<file path="src/rtl/s13207_sel_pipe.sv">
// s13207_sel_pipe: two-stage valid/ready channel-select pipeline with group/enable match.
// Optional saturating hit counter: define S13207_SEL_PIPE_HITCNT_EN. The force input is force_ones (force is reserved).
module s13207_sel_pipe #(
   parameter int            CH     = 16,
   parameter int            W      = 1,
   parameter int            GW     = 4,
   parameter logic [GW-1:0] GMATCH = GW'(4'b1111),
   localparam int           SW     = $clog2(CH)
) (
   input  logic            CK,
   input  logic            RST,
   input  logic            in_valid,
   output logic            in_ready,
   input  logic [4:0]      en,
   input  logic [GW-1:0]   grp,
   input  logic [SW-1:0]   sel,
   input  logic            force_ones,
   input  logic [CH*W-1:0] data,
   output logic            out_valid,
   input  logic            out_ready,
   output logic [W-1:0]    out_data,
   output logic            out_hit,
   output logic [15:0]     hit_cnt
);

   // Bit k set when index k names a real channel; all ones when CH is a power of two.
   localparam int            NSEL  = 1 << SW;
   localparam logic [NSEL-1:0] CH_OK = {NSEL{1'b1}} >> (NSEL - CH);

   logic          s1_valid_q, s1_valid_d;
   logic          s1_hit_q, s1_hit_d;
   logic          s1_force_q, s1_force_d;
   logic [SW-1:0] s1_sel_q, s1_sel_d;
   logic [W-1:0]  s1_word_q, s1_word_d;
   logic [W-1:0]  sel_word;

   logic          out_valid_q, out_valid_d;
   logic          out_hit_q, out_hit_d;
   logic [W-1:0]  out_data_q, out_data_d;

   logic          s1_adv, in_fire, out_fire;

   always_comb begin : handshake
      out_fire = out_valid_q && out_ready;
      s1_adv   = s1_valid_q && (!out_valid_q || out_ready);
      in_ready = !s1_valid_q || s1_adv;
      in_fire  = in_valid && in_ready;
   end

   always_comb begin : stage1_next
      // NOTE: every signal gets a default first so no path leaves it unassigned (no latch).
      sel_word = '0;
      for (int k = 0; k < CH; k++) begin
         if (sel == SW'(k)) sel_word = data[k*W +: W];
      end
      s1_valid_d = s1_valid_q;
      s1_hit_d   = s1_hit_q;
      s1_force_d = s1_force_q;
      s1_sel_d   = s1_sel_q;
      s1_word_d  = s1_word_q;
      if (in_fire) begin
         s1_valid_d = 1'b1;
         s1_hit_d   = (en == 5'b00100) && (grp == GMATCH);
         s1_force_d = force_ones;
         s1_sel_d   = sel;
         s1_word_d  = sel_word;
      end else if (s1_adv) begin
         s1_valid_d = 1'b0;
      end
   end

   always_comb begin : stage2_next
      out_valid_d = out_valid_q;
      out_hit_d   = out_hit_q;
      out_data_d  = out_data_q;
      if (s1_adv) begin
         out_valid_d = 1'b1;
         out_hit_d   = s1_hit_q && !s1_force_q;
         out_data_d  = s1_force_q ? '1 :
                       ((s1_hit_q && CH_OK[s1_sel_q]) ? s1_word_q : '0);
      end else if (out_fire) begin
         out_valid_d = 1'b0;
      end
   end

   // NOTE: sequential state uses non-blocking assignments so every flop samples pre-edge values.
   always_ff @(posedge CK) begin
      if (RST) begin
         s1_valid_q  <= 1'b0;
         out_valid_q <= 1'b0;
         out_hit_q   <= 1'b0;
         out_data_q  <= '0;
      end else begin
         s1_valid_q  <= s1_valid_d;
         out_valid_q <= out_valid_d;
         out_hit_q   <= out_hit_d;
         out_data_q  <= out_data_d;
      end
   end

   // NOTE: stage-1 payload is qualified by s1_valid_q, so it carries no reset.
   always_ff @(posedge CK) begin
      s1_hit_q   <= s1_hit_d;
      s1_force_q <= s1_force_d;
      s1_sel_q   <= s1_sel_d;
      s1_word_q  <= s1_word_d;
   end

`ifdef S13207_SEL_PIPE_HITCNT_EN
   logic [15:0] hit_cnt_q, hit_cnt_d;

   always_comb begin : hit_cnt_next
      hit_cnt_d = hit_cnt_q;
      if (out_fire && out_hit_q && (hit_cnt_q != 16'hFFFF)) hit_cnt_d = hit_cnt_q + 16'd1;
   end

   always_ff @(posedge CK) begin
      if (RST) hit_cnt_q <= '0;
      else     hit_cnt_q <= hit_cnt_d;
   end

   assign hit_cnt = hit_cnt_q;
`else
   assign hit_cnt = '0;
`endif

   assign out_valid = out_valid_q;
   assign out_hit   = out_hit_q;
   assign out_data  = out_data_q;

endmodule

</file>
<file path="config.mk">
export PLATFORM = sky130hd
export DESIGN_NAME = s13207_sel_pipe
export DESIGN_NICKNAME = d
export VERILOG_FILES = /design/src/rtl/s13207_sel_pipe.sv
export SDC_FILE = /design/constraint.sdc
export NUM_CORES = 1
export LEC_CHECK = 0
export CAP_MARGIN = 40
export CORE_MARGIN = 2
export CORE_UTILIZATION = 29
export CTS_CLUSTER_DIAMETER = 120
export DETAILED_ROUTE_END_ITERATION = 10
export GPL_TIMING_DRIVEN = 0
export PLACE_DENSITY = 0.8
export SYNTH_ARGS = -nofsm -noshare
export SYNTH_HDL_FRONTEND = slang
export SYNTH_SLANG_ARGS = --single-unit
</file>
<file path="constraint.sdc">
create_clock -name CK -period 1.3 [get_ports CK]
set_input_delay 0.195 -clock CK [delete_from_list [all_inputs] [get_ports CK]]
set_output_delay 0.195 -clock CK [all_outputs]
set_load 0.05 [all_outputs]
</file>
### Word level (Yosys, flattened, before mapping)

Memory sizes are Yosys's and may differ from the RTL's. A register that Yosys moved wholly into a read port is not among the register bits.
Index checks and enable logic that the tools add are counted.

| cells by class | value |
|---|---|
| multiplexer cells | 24 |
| equal/unequal tests | 17 |
| reduce and logical (&&, ||, !) cells | 14 |
| $lt $le $gt $ge | 1 |

Operator list:

| cell | number |
|---|---|
| == test 4 bit (second input constant) | 9 |
| two-way mux 1 bit | 23 |
| == test 4 x 3 -> 1 bit (second input constant) | 4 |
| == test 4 x 2 -> 1 bit (second input constant) | 2 |
| logical AND 1 bit | 6 |
| == test 5 x 3 -> 1 bit (second input constant) | 1 |
| < comparator 4 x 5 -> 1 bit (second input constant) | 1 |
| == test 4 x 1 -> 1 bit (second input constant) | 1 |
| zero test 4 bit | 1 |
| two-way mux 4 bit | 1 |
| nonzero test 2 bit | 2 |
| zero test 1 bit | 3 |
| logical OR 1 bit | 2 |

| word-level totals | value |
|---|---|
| word-level logic and storage cells | 65 |
| bits in registers | 11 |
| memories kept | 1 |
| input port bits | 34 |
| bits in read-only memories | 16 |

Memory list:

| memory | depth | bits a word | rd ports | clocked after Yosys merged registers in | write ports | line | RTL |
|---|---|---|---|---|---|---|---|
| (name not given) | 16 | 1 | 1 | 1 | 0 | 80 | `((s1_hit_q && CH_OK[s1_sel_q]) ? s1_word_q : '0);` |

### Depth between registers and ports, before layout

Gate-level depths: netlist (run 1).

| logic depth | value |
|---|---|
| depth after elaboration | 17 |
| mapped depth | 5 |
| gate-level depth less buffers | 4 |

### Least setup slack after synthesis (run 1)

OpenSTA, ideal clock, no wires.

| timing | value |
|---|---|
| path kind | flip-flop to flip-flop |
| start point | register out_valid_q, in the netlist out_valid |
| end point | register s1_force_q, enable pin |
| stages on the path, launching flop included | 4 |
| data arrival time | 1.546 ns |
| library setup time | 0.253 ns |
| setup slack | -0.500 ns |
| buffers on the path | 0 |
| required time | 1.047 ns |
| cell sequence | dfxtp_1 > nor2b_1 > nand2_1 > and2_1 |

| on the way | value |
|---|---|
| longest elaborated chain between the ends | 5 |

Ends and longest elaborated chain:

| what | line | RTL |
|---|---|---|
| start: declaration | 37 | `logic out_valid_q, out_valid_d;` |
| start signal: assignment | 95 | `out_valid_q <= out_valid_d;` |
| zero test 1 bit | 45 | `s1_adv = s1_valid_q && (!out_valid_q \|\| out_ready);` |
| logical OR 1 bit | 45 |  |
| logical AND 1 bit | 45 |  |
| logical OR 1 bit | 46 | `in_ready = !s1_valid_q \|\| s1_adv;` |
| via in_ready | 13 | `output logic in_ready,` |
| logical AND 1 bit | 47 | `in_fire = in_valid && in_ready;` |
| via in_fire | 41 | `logic s1_adv, in_fire, out_fire;` |
| end signal: assignment | 104 | `s1_force_q <= s1_force_d;` |
| end: declaration | 32 | `logic s1_force_q, s1_force_d;` |

The timed path passes the listed nets, and every way through them passes these cells.
A chain may end at the register's enable or synchronous reset.

### Final worst setup path (run 1)

| timing | value |
|---|---|
| start point | input out_ready |
| end point | output in_ready |

| on the way | value |
|---|---|
| longest elaborated chain between the ends | 3 |

Ends and longest elaborated chain:

| what | line | RTL |
|---|---|---|
| start: declaration | 20 | `input logic out_ready,` |
| logical OR 1 bit | 45 |  |
| logical AND 1 bit | 45 |  |
| logical OR 1 bit | 46 |  |
| end: declaration | 13 |  |

Every way passes these cells.

==> results of run 1 <==
==> worst reg2reg max path, cell delays in order, from the launching register on <==
cell and delay [ps]:
dfxtp_4 340, nor2b_4 140, nor2b_1 220, nor2_1 70, a211oi_1 200
==> report_power, final <==
group	internal (mW)	switching [mW]	total [mW]
clock	0.117	0.0743	0.191
sequential	0.243	0.00695	0.250
combinational	0.153	0.174	0.327
==> final cells by class <==
| cell class | count | area, sq um | share of cell area, % |
|---|---|---|---|
| flip-flops and latches | 7 | 174 | 16.8 |
| multi-input cells | 48 | 317 | 30.5 |
| plain buffers | 17 | 128 | 12.3 |
| repair buffers | 36 | 358 | 34.5 |
| inverters | 1 | 3.75 | 0.362 |
| clock buffers | 4 | 26.3 | 2.53 |
| well taps | 25 | 31.3 | 3.02 |
==> worst min path at each step <==
stage / cells after the start / slack (ps) / start / to
2_1_floorplan: 1 / 260 / RST / out_valid
3_3_place_gp: 2 / 460 / out_hit / out_hit
3_5_place_dp: 2 / 470 / out_hit / out_hit
4_1_cts: 2 / 480 / out_hit / out_hit
5_1_grt: 3 / 450 / sel[2] / s1_word_q
6_report: 3 / 430 / sel[2] / s1_word_q
==> cells by family (layout without fill, tap and decap cells) <==
group | after synthesis | count (layout)
simple gates | 16 | 16
other cells | 1 | 16
flops | 7 | 7
compound gates | 10 | 10
mux | 6 | 6
buf+inv | 18 | 58
==> layout by cell type, fill, tap and decap left out, types with 2 or more instances in the layout <==
| master | n |
|---|---|
| buf_4 | 17 |
| clkdlybuf4s50_1 | 24 |
| a21oi_1 | 4 |
| clkbuf_2 | 3 |
| mux2i_1 | 3 |
| clkbuf_4 | 3 |
| nor2_1 | 6 |
| dlymetal6s2s_1 | 7 |
| conb_1 | 16 |
| mux4_2 | 2 |
| edfxtp_1 | 3 |
| dfxtp_1 | 3 |
==> per-layer routing <==
metal / routed length [um] / global-route usage [%] / up-vias
li1: - / - / 284
met1: 422 / 13.5 / 234
met2: 718 / 23.5 / 31
met3: 133 / 2.69 / 0
met4: 0 / 1.67 / 0
met5: 0 / 0 / -
==> metrics by stage <==
stage          setup TNS, ps  utilization (%)  setup WS, ps  cell area (sq um)  cells
6_report                   0             59.4          21.4               1040    138
5_1_grt                -19.3             59.4         -19.3               1040    138
4_1_cts                 -104             59.4          -104               1040    138
3_5_place_dp           -1320             57.8          -550               1010    134
3_3_place_gp           -1120             57.8          -533               1010    134
2_1_floorplan              0                -          65.8                618     73
==> flip-flops by register name (all words and copies together), names as in the netlist <==
signal      count
out_hit         1
out_data        1
out_valid       1
s1_word_q       1
s1_valid_q      1
s1_force_q      1
s1_hit_q        1
==> repair_timing <==
action	4_1_cts	5_1_grt
endpoints found under the setup margin	5	5
gates resized for setup	10	15
pin swaps	2	4
cloned	0	0
==> flow_metrics.env, run 1 <==
export IMPL_run_status="finished clean"
export IMPL_antenna_found_initial=0
export IMPL_ios=54
export IMPL_drt_total_wl_um=1280
export IMPL_nets=148
export IMPL_synth_area_leader_cell="buf_4"
export IMPL_peakVddDrop_v=0.000300
export IMPL_period_share_pct=98.4
export IMPL_grt_max_degree=7
export IMPL_yosysWarnings=0
export IMPL_cts_root_buf="clkbuf_4"
export IMPL_fmax_mhz=782
export IMPL_setup_viol=0
export IMPL_synth_xor_area_share_pct=0
export IMPL_place_gp_congestion=0.638
export IMPL_dp_hpwl_um=1160
export IMPL_initialDrtViolationCount=5
export IMPL_ys_seq_area_share_pct=31.3
export IMPL_synth_adder_area_share_pct=0
export IMPL_end_kind="primary output"
export IMPL_num_fill_cells=157
export IMPL_synth_top_area_share_pct=23.5
export IMPL_reg2regPathDepth=4
export IMPL_overflow=0
export IMPL_grt_pass1_wl_um=1950
export IMPL_path_cells="clkdlybuf4s50_1 -> nor2b_4 -> nand2_4 -> buf_2"
export IMPL_slew_viol_final=0
export IMPL_grt_pass1_vias=517
export IMPL_synthTopCellsByArea="buf_4 (24%), edfxtp_1 (17%), dfxtp_1 (15%)"
export IMPL_whs_ps=428
export IMPL_netlist_area_sq_um=543
export IMPL_leakage_nw=0.524
export IMPL_die_area_sq_mm=0.00223
export IMPL_synth_cell_types=25
export IMPL_synth_edf_count=3
export IMPL_post_cts_buffers=0
export IMPL_yosys_area_share_simple_pct=15.7
export IMPL_cts_made_buffers=3
export IMPL_clkSinkCount=7
export IMPL_cp_max_fo=4
export IMPL_crit_path_start="out_ready"
export IMPL_die_h_um=47.3
export IMPL_drt_pass1_iter_count=4
export IMPL_port_buffers=36
export IMPL_tritoncts="done"
export IMPL_clk_latency_ps=240
export IMPL_yosys_cell_count_top_type="buf_4"
export IMPL_cpMaxStageDelayCell="clkdlybuf4s50_1"
export IMPL_die_w_um=47.3
export IMPL_syn2layout_area_growth_pct=91.0
export IMPL_r2r_end="out_data"
export IMPL_drc_errors=0
export IMPL_crit_path_end="in_ready"
export IMPL_worst_setup_path_type="input port to primary output"
export IMPL_total_power_mw=0.768
export IMPL_detail_route_antenna_nets=0
export IMPL_power_density_mw_per_mm2=740
export IMPL_num_rows=15
export IMPL_ctsHoldBuffers=0
export IMPL_synthTopCellsByCount="buf_4 (17), nor2_1 (6), a21oi_1 (4), dfxtp_1 (4)"
export IMPL_hold_class="input port to register"
export IMPL_cp_arrival_ps=1080
export IMPL_cp_required_ps=1110
export IMPL_critPathLaunchType="input port"
export IMPL_r2r_start="out_valid"
export IMPL_synthArstFlopShare_pct=0
export IMPL_hold_viol_final=0
export IMPL_rsz0062_at_grt="yes"
export IMPL_via_per_inst=3.98
export IMPL_synth_compound_area_share_pct=12.2
export IMPL_yosys_most_used_dff="dfxtp_1"
export IMPL_slowest_delay_ps=440
export IMPL_rrSetupSlack_ps=250
export IMPL_htreeDepth=1
export IMPL_synth_mux_area_share_pct=15.9
export IMPL_cp_depth=4
export IMPL_synthCells=58
export IMPL_grt_use_total_pct=12.1
export IMPL_core_area_sq_mm=0.00175
export IMPL_routed_via_count=549
export IMPL_synth_avg_cell_area_sq_um=9.36
export IMPL_clk_pin_slew_ps=50
export IMPL_cts_buffer_depth=2
export IMPL_period_needed_ps=1280
export IMPL_num_antenna_cells=0
export IMPL_drive_above_1_share_pct=28.3
export IMPL_post_drt_wl_per_cell_um=9.24
export IMPL_skew_ps=6.21
export IMPL_initial_utilization_pct=31.1
export IMPL_cp_top_family="buffers and inverters"
export IMPL_synth_top_family_by_area="buffers and inverters"
export IMPL_drv_cap=0
export IMPL_path_buf_inv=2
export IMPL_synth_seq_cells=7
Note: power is estimated with default switching activity, not from simulation.
==> inputs of run 2 (changes only) <==
CTS_CLUSTER_DIAMETER = not set   (was 120)
MAX_ROUTING_LAYER = met4   (was not set)
==> run 2 against run 1 <==
Compared with the run above: flip-flop and latch count unchanged; critical path depth unchanged; global-route usage rose by 0.39 points; cell area unchanged; setup slack stayed put; via count unchanged; combinational power hardly changed; critical endpoint unchanged; largest cell class unchanged; largest power group unchanged.
==> flow_metrics.env, run 2 (synthesized netlist as in run 1, its figures left out) <==
export IMPL_whs_endpoint="s1_word_q"
export IMPL_worstHoldStart="sel[2]"
export IMPL_cts_root_buf="clkbuf_4"
export IMPL_cp_max_fo=4
export IMPL_place_gp_congestion=0.643
export IMPL_ctsHoldBuffers=0
export IMPL_path_cells="clkdlybuf4s50_1 -> nor2b_4 -> nand2_4 -> buf_2"
export IMPL_grt_pass1_vias=517
export IMPL_peakVddDrop_v=0.000300
export IMPL_core_area_sq_mm=0.00175
export IMPL_post_drt_wl_per_cell_um=9.24
export IMPL_cts_made_buffers=3
export IMPL_fin_setup_tns_ps=0
export IMPL_end_kind="primary output"
export IMPL_cp_top_family="buffers and inverters"
export IMPL_die_w_um=47.3
export IMPL_final_common_cell="clkdlybuf4s50_1"
export IMPL_hold_viol_final=0
export IMPL_clk_latency_ps=240
export IMPL_run_status="finished clean"
export IMPL_layout_common_cells="clkdlybuf4s50_1 (24), buf_4 (17), conb_1 (16)"
export IMPL_r2r_end="out_data"
export IMPL_num_antenna_cells=0
export IMPL_antenna_found_initial=0
export IMPL_period_share_pct=98.4
export IMPL_num_rows=15
export IMPL_drive_above_1_share_pct=28.3
export IMPL_die_area_sq_mm=0.00223
export IMPL_worst_setup_path_type="input port to primary output"
export IMPL_final_cells=138
export IMPL_htreeDepth=1
export IMPL_dp_hpwl_um=1160
export IMPL_power_density_mw_per_mm2=740
export IMPL_routed_via_count=549
export IMPL_use_met2_pct=23.5
export IMPL_drt_total_wl_um=1280
export IMPL_drc_errors=0
export IMPL_leakage_nw=0.524
export IMPL_post_cts_buffers=0
export IMPL_ios=54
export IMPL_grt_use_met1_pct=13.7
export IMPL_initial_utilization_pct=31.1
export IMPL_rsz0062_at_grt="yes"
export IMPL_initialDrtViolationCount=5
export IMPL_cp_arrival_ps=1080
export IMPL_port_buffers=36
export IMPL_slew_viol_final=0
export IMPL_hold_class="input port to register"
export IMPL_drv_cap=0
export IMPL_syn2layout_area_growth_pct=91.0
export IMPL_drt_pass1_iter_count=4
export IMPL_gr_usage_met3_pct=2.31
export IMPL_slowest_delay_ps=440
export IMPL_grt_pass1_wl_um=1950
export IMPL_grt_use_total_pct=12.5
export IMPL_clk_pin_slew_ps=50
export IMPL_grt_max_degree=7
export IMPL_r2r_start="out_valid"
export IMPL_whs_path_depth=3
export IMPL_tritoncts="done"
export IMPL_grt_busiest_layer="met2"
export IMPL_setup_viol=0
export IMPL_die_h_um=47.3
export IMPL_period_needed_ps=1280
export IMPL_skew_ps=6.21
export IMPL_cts_buffer_depth=2
export IMPL_overflow=0
export IMPL_cpMaxStageDelayCell="clkdlybuf4s50_1"
export IMPL_via_per_inst=3.98
export IMPL_cp_required_ps=1110
export IMPL_clkSinkCount=7
export IMPL_reg2regPathDepth=4
export IMPL_place_inst=134
export IMPL_fmax_mhz=782
export IMPL_nets=148
export IMPL_rrSetupSlack_ps=250
export IMPL_path_buf_inv=2
export IMPL_critPathLaunchType="input port"
export IMPL_detail_route_antenna_nets=0
## run 2: cell counts in the layout (fill, tap and decap cells not counted)
Identical to the previous run, type by type.
## run 2: routing by layer
metal | part of all wire (%) | up-vias | wire length (um)
met5 | 0 | - | 0
met4 | 0 | 0 | 0
met3 | 10 | 0 | 127
met2 | 56 | 31 | 718
met1 | 34 | 234 | 428
li1 | - | 284 | -
## run 2: worst max path at each step
stage / from / endpoint / slack [ps] / cells past startpoint
3_5_place_dp: sel[0] / s1_word_q / -550 / 4
6_report: out_ready / in_ready / 20 / 4
4_1_cts: out_ready / in_ready / -100 / 4
3_3_place_gp: sel[0] / s1_word_q / -530 / 4
2_1_floorplan: out_valid / s1_force_q / 70 / 3
5_1_grt: out_ready / in_ready / -20 / 4
## run 2: power by group
part | internal (mW) | switching, mW
clock | 0.117 | 0.0743
combinational | 0.153 | 0.174
sequential | 0.243 | 0.00695
## run 2: stage by stage
step | total power, mW | cell area (sq um) | utilization (%) | hold WS (ps) | worst slack (ps)
floorplan | 0.466 | 618 | - | 258 | 65.8
global placement | 0.582 | 1010 | 57.8 | 457 | -533
detailed placement | 0.587 | 1010 | 57.8 | 469 | -550
CTS | 0.776 | 1040 | 59.4 | 476 | -104
global route | 0.815 | 1040 | 59.4 | 446 | -19.3
finish | 0.768 | 1040 | 59.4 | 428 | 21.4
## run 2: repair_timing
item	4_1_cts	5_1_grt
resized for setup	10	15
setup endpoints to repair	5	5
pin swaps	2	4
## run 2: worst reg2reg max path, stage by stage, from the launching register on
cell	delay, ps
dfxtp_4	340
nor2b_4	140
nor2b_1	220
nor2_1	70
a211oi_1	200
## run 2: cell type report
class                           count  area [sq um]
Timing Repair Buffer               36           358
Multi-Input combinational cell     48           317
Clock buffer                        4          26.3
Sequential cell                     7           174
Tap cell                           25          31.3
Fill cell                         157           708
Inverter                            1          3.75
Buffer                             17           128
